==> config.mk <==
export PLATFORM = sky130hd
export DESIGN_NAME = mem_stage
export DESIGN_NICKNAME = d
export VERILOG_FILES = /design/src/rtl/mem_stage.sv
export SDC_FILE = /design/constraint.sdc
export NUM_CORES = 1
export LEC_CHECK = 0
export ABC_AREA = 0
export CAP_MARGIN = 10
export CORE_MARGIN = 10
export CORE_UTILIZATION = 28
export DETAILED_ROUTE_END_ITERATION = 10
export MAX_ROUTING_LAYER = met4
export PLACE_DENSITY = 0.67
export SLEW_MARGIN = 15
export SYNTH_ARGS = -nofsm -noshare
export SYNTH_HDL_FRONTEND = slang
export SYNTH_SLANG_ARGS = --single-unit
==> constraint.sdc <==
create_clock -name clk -period 2.4 [get_ports clk]
set_input_delay 0.48 -clock clk [delete_from_list [all_inputs] [get_ports clk]]
set_output_delay 0.48 -clock clk [all_outputs]
set_load 0.005 [all_outputs]
==> src/rtl/mem_stage.sv <==
// rtl/mem_stage.sv - pipeline memory-access stage with req/ack data-memory port
module mem_stage #(
  parameter int DATA_W = 32,
  parameter int RD_W   = 5
) (
  input  logic              clk,
  input  logic              rst_n,
  input  logic              ex_valid,
  output logic              ex_ready,
  input  logic [DATA_W-1:0] ex_alu_result,
  input  logic [DATA_W-1:0] ex_store_data,
  input  logic              ex_is_load,
  input  logic              ex_is_store,
  input  logic [RD_W-1:0]   ex_rd,
  input  logic              ex_reg_write,
  output logic              dmem_req,
  output logic              dmem_we,
  output logic [DATA_W-1:0] dmem_addr,
  output logic [DATA_W-1:0] dmem_wdata,
  input  logic              dmem_ack,
  input  logic [DATA_W-1:0] dmem_rdata,
  output logic              wb_valid,
  output logic [RD_W-1:0]   wb_rd,
  output logic              wb_reg_write,
  output logic [DATA_W-1:0] wb_data,
  output logic              wb_fault
);

  typedef enum logic {IDLE, ACCESS} state_t;

  state_t state, state_nxt;

  logic            accept, is_mem, fault, start, done;
  logic [RD_W-1:0] lat_rd;
  logic            lat_reg_write;
  logic            lat_is_load;

  assign accept = ex_valid && ex_ready;
  assign is_mem = ex_is_load || ex_is_store;
  assign fault  = is_mem && ((ex_alu_result[1:0] != 2'b00) || (ex_is_load && ex_is_store));
  assign start  = accept && is_mem && !fault;
  assign done   = (state == ACCESS) && dmem_ack;

  always_ff @(posedge clk or negedge rst_n) begin
    if (!rst_n) state <= IDLE;
    else        state <= state_nxt;
  end

  always_comb begin
    state_nxt = state;
    case (state)
      IDLE:    if (start) state_nxt = ACCESS;
      ACCESS:  if (dmem_ack) state_nxt = IDLE;
      default: state_nxt = IDLE;
    endcase
  end

  always_comb begin
    ex_ready = (state == IDLE);
  end

  // A write to x0 is never reported as a register write, on any retirement path.
  always_ff @(posedge clk or negedge rst_n) begin
    if (!rst_n) begin
      dmem_req      <= 1'b0;
      dmem_we       <= 1'b0;
      dmem_addr     <= '0;
      dmem_wdata    <= '0;
      lat_rd        <= '0;
      lat_reg_write <= 1'b0;
      lat_is_load   <= 1'b0;
      wb_valid      <= 1'b0;
      wb_rd         <= '0;
      wb_reg_write  <= 1'b0;
      wb_data       <= '0;
      wb_fault      <= 1'b0;
    end else begin
      wb_valid <= 1'b0;
      if (accept && !is_mem) begin
        wb_valid     <= 1'b1;
        wb_rd        <= ex_rd;
        wb_reg_write <= ex_reg_write && (ex_rd != '0);
        wb_data      <= ex_alu_result;
        wb_fault     <= 1'b0;
      end else if (accept && fault) begin
        wb_valid     <= 1'b1;
        wb_rd        <= ex_rd;
        wb_reg_write <= 1'b0;
        wb_data      <= ex_alu_result;
        wb_fault     <= 1'b1;
      end else if (start) begin
        dmem_req      <= 1'b1;
        dmem_we       <= ex_is_store;
        dmem_addr     <= ex_alu_result;
        dmem_wdata    <= ex_store_data;
        lat_rd        <= ex_rd;
        lat_reg_write <= ex_reg_write;
        lat_is_load   <= ex_is_load;
      end
      if (done) begin
        dmem_req <= 1'b0;
        wb_valid <= 1'b1;
        wb_fault <= 1'b0;
        wb_rd    <= lat_rd;
        if (lat_is_load) begin
          wb_data      <= dmem_rdata;
          wb_reg_write <= lat_reg_write && (lat_rd != '0);
        end else begin
          wb_data      <= dmem_addr;
          wb_reg_write <= 1'b0;
        end
      end
    end
  end

endmodule

# After elaboration in Yosys (flattened, before gate mapping)
# Index checks and enable logic that the tools add are counted.
# Widths: inputs -> output; s select.
[op_classes]
bitwise = 3
mux = 24
reduce_logical = 21
n_eq_ne = 2
[ops]
columns = ["op", "n"]
rows = [
  ["$mux 32", 4],
  ["$mux 1", 16],
  ["$mux 5", 3],
  ["$logic_and 1x1->1", 10],
  ["$reduce_bool 5->1", 2],
  ["$reduce_and 3->1", 2],
  ["$ne 2x2->1 const B", 2],
  ["$reduce_bool 2->1", 2],
  ["$not 1->1", 3],
  ["$reduce_bool 3->1", 1],
  ["$logic_not 1->1", 2],
  ["$logic_or 1x1->1", 2],
  ["$pmux 1 s2", 1],
]
[word_totals]
output_inout_bits = 107
ff_bits = 114
word_cells = 63
inputBits = 108

# Longest topological paths before layout
[logic_depth]
word_depth = 9
depth_mapped = 6
ltp_nobuf = 3

# Worst setup path after synthesis
# No wires, ideal clock.
[synth_path]
path_kind = "input port to flip-flop"
start = "input ex_is_load"
end = "register dmem_addr[10]"
path_buffers = 2
slack_ns = 0.550
required_time_ns = 2.275
path_stages = 5
arrival_time_ns = 1.725
setup_ns = 0.125
cell_sequence = "buf_2 > xnor2_2 > nor3_4 > buf_2 > mux2_2"
[synth_via]
elab_chain_cells = 6
word_cells_on_any_way = 13
classes_between = "2 x bitwise; 11 x reduce/logical"
[synth_lines]
columns = ["item", "line_no", "text"]
rows = [
  ["start: declaration", "12", "input logic ex_is_load,"],
  ["$logic_and 1x1->1", "40", "assign fault = is_mem && ((ex_alu_result[1:0] != 2'b00) || (ex_is_load && ex_is_store));"],
  ["$logic_or 1x1->1", "40", ""],
  ["$logic_and 1x1->1", "40", ""],
  ["$logic_not 1->1 / $logic_and 1x1->1 (equally long branches)", "41, 85", ""],
  ["$logic_and 1x1->1 / $not 1->1 (equally long branches)", "--", ""],
  ["$reduce_and 3->1 (no source line) (*)", "--", ""],
  ["end signal: assignment", "94", "dmem_addr <= ex_alu_result;"],
  ["end: declaration", "18", "output logic [DATA_W-1:0] dmem_addr,"],
]
# Every way passes the cells marked *; elsewhere a longest branch is shown, timed or not.
# A chain may end at the register's enable or synchronous reset.

# Worst setup path after layout
[layout_path]
start = "register state"
end = "output ex_ready"
[layout_via]
elab_chain_cells = 1
[layout_lines]
columns = ["item", "line_no", "text"]
rows = [
  ["start: declaration", "31", "state_t state, state_nxt;"],
  ["start signal: assignment", "46", "else state <= state_nxt;"],
  ["$not 1->1", "--", ""],
  ["end: declaration", "9", "output logic ex_ready,"],
]
# No other way between the ends.

==> impl_metrics.env <==
export IMPL_drive_gt1_share_pct=18.74
export IMPL_cap_violations=0
export IMPL_cp_data_required_time_ps=1920
export IMPL_core_area_sq_um=19530
export IMPL_worst_slack_ps=426.5
export IMPL_timing_hold_ws_ps=404.0
export IMPL_synth_area_leaders="dfrtp_1 51%, mux2_2 14%, a22oi_1 4.7%"
export IMPL_synthArstFlopShare_pct=100.0
export IMPL_leakagePower_nw=3.281
export IMPL_initial_core_util_pct=28.48
export IMPL_worstPathMaxFanout=5
export IMPL_final_common_cell="clkdlybuf4s50_1"
export IMPL_wl_per_cell_um=19.84
export IMPL_cp_cell_sequence="inv_1 > clkdlybuf4s50_1"
export IMPL_worst_path_largest_cell_delay_ps=510
export IMPL_antenna_found_initial=1
export IMPL_mostFrequentLayoutCells="211 x clkdlybuf4s50_1, 113 x dfrtp_1, 68 x mux2_2"
export IMPL_dieArea_sq_um=25900
export IMPL_overflow=0
export IMPL_syn_area_sq_um=5562
export IMPL_finClkSkew_ps=9.555
export IMPL_drtPass1Iterations=6
export IMPL_peakVddDrop_v=0.0004600
export IMPL_setup_viol=0
export IMPL_hold_viol=0
export IMPL_cts_buffers_inserted=17
export IMPL_critPathArrivalTime_ps=1490
export IMPL_grt_pass1_wl_um=29580
export IMPL_synth_flop_cell="dfrtp_1"
export IMPL_placementRows=51
export IMPL_synth_top_area_cell="dfrtp_1"
export IMPL_ys_seq_area_share_pct=51.29
export IMPL_status="completed"
export IMPL_synth_cell_type_count=32
export IMPL_fin_crit_sh_pct=82.23
export IMPL_dp_slack_ps=85.36
export IMPL_die_h_um=160.9
export IMPL_track_usage_pct=14.77
export IMPL_ys_warnings_count=0
export IMPL_htree_levels=4
export IMPL_path_class="flip-flop to primary output"
export IMPL_min_period_ps=1973
export IMPL_postRouteAntennaNets=0
export IMPL_cts_sinks=114
export IMPL_synth_nets=591
export IMPL_hold_buffers=1
export IMPL_io_buffers=214
export IMPL_hold_path_class="input port to asynchronous set/reset pin"
export IMPL_cts_clk_slew_worst_paths_ps=60
export IMPL_synth_edf_count=0
export IMPL_max_freq_mhz=506.7
export IMPL_yosys_area_top_type_share_pct=51.29
export IMPL_reg2regPathDepth=4
export IMPL_final_util_pct=44.69
export IMPL_areaGrowthSynthToFinish_pct=56.90
export IMPL_dieWidth_um=160.9
export IMPL_io_pins=215
export IMPL_finalSetupTns_ps=0
export IMPL_synth_avg_cell_area_sq_um=11.51
export IMPL_hpwl_um=13360
export IMPL_ctsResizeCount=0
export IMPL_syn_inst=483
export IMPL_slowest_stage="clkdlybuf4s50_1"
export IMPL_power_density_nw_per_um2=883.6
export IMPL_cts_root_buf="clkbuf_16"
export IMPL_routed_via_count=4853
export IMPL_drt_vias_per_instance=5.029
export IMPL_worstSkewPairLatency_ps=420
export IMPL_gp_congestion=0.7144
export IMPL_maxSlewHeadroom_pct=59.27
export IMPL_nets=794
export IMPL_grt_max_degree=112
export IMPL_drv_slew=0
export IMPL_cts_tree="yes"
export IMPL_cts_setup_buffers=0
export IMPL_rsz0062_at_grt="no"
export IMPL_start_kind="flip-flop"
export IMPL_critPathCaptureType="primary output"
export IMPL_clockBufferDepth=2
export IMPL_drc_errors=0
export IMPL_yosys_register_bits=114
export IMPL_grt_pass1_vias=5143
export IMPL_routed_wl_um=19140
export IMPL_tightest_slew_ps=610.9
export IMPL_drt_iter0_markers=195
## registers in the layout, indices dropped and copies added (netlist names), 5 cells and up
name,count
dmem_addr,32
wb_data,32
dmem_wdata,32
lat_rd,5
wb_rd,5
## metal layers
layer	part of all wire (%)	vias up	GRT usage, %	wire [um]
met1	44	2419	17.64	8439
li1	-	2260	-	-
met3	8.5	13	6.263	1622
met5	0	-	-	0
met4	0.74	0	3.598	141
met2	47	161	22.63	8939
## where the power goes
group | total (mW) | internal [mW] | switching, mW
Sequential | 2.74 | 2.41 | 0.325
Clock | 2.81 | 1.86 | 0.947
Combinational | 2.16 | 1.42 | 0.738
## cells in the mapped netlist (8+ instances only)
library cell,instances
clkbuf_1,41
nor3b_1,35
a22oi_1,35
nor2b_1,33
mux2_2,68
nor2_1,8
dfrtp_1,114
a211oi_1,32
a31oi_1,38
buf_2,9
o211ai_1,35
## area by class of cell
class | instances | area (sq um)
Timing Repair Buffer | 235 | 2340
Multi-Input combinational cell | 315 | 2537
Tap cell | 265 | 331.6
Inverter | 3 | 11.26
Sequential cell | 114 | 2854
Clock inverter | 14 | 210.2
Antenna cell | 1 | 2.502
Fill cell | 1880 | 10800
Clock buffer | 18 | 439.2
## worst paths after layout
check | slack [ps] | to | startpoint
worst min register to register | 500 | dmem_req | dmem_req
min in group clk | 500 | dmem_req | dmem_req
worst min-delay path | 400 | dmem_wdata[16] | rst_n
worst max register to register | 640 | dmem_addr[22] | state
max in group asynchronous | 1170 | lat_is_load | rst_n
worst max-delay path | 430 | ex_ready | state
## through the flow
| stage | cells | power, mW | instance area [sq um] |
|---|---|---|---|
| finish | 965 | 7.710 | 8726 |
| global route | 965 | 8.092 | 8726 |
| CTS | 964 | 7.827 | 8723 |
| detailed placement | 931 | 4.967 | 8064 |
| global placement | 931 | 4.927 | 8064 |
| floorplan | 483 | 3.496 | 5562 |
## critical path: cells and delay by family (launching register included)
family,cells,cell delay [ps]
buf+inv,2,620
flops,1,460
## cells by family after synthesis
family | count (synthesis) | synth area share, %
compound gates | 151 | 19.44
flops | 114 | 51.29
simple gates | 92 | 10.84
mux | 70 | 14.13
buf+inv | 54 | 3.847
xor+xnor | 2 | 0.4501
(Power assumes the default switching activity.)
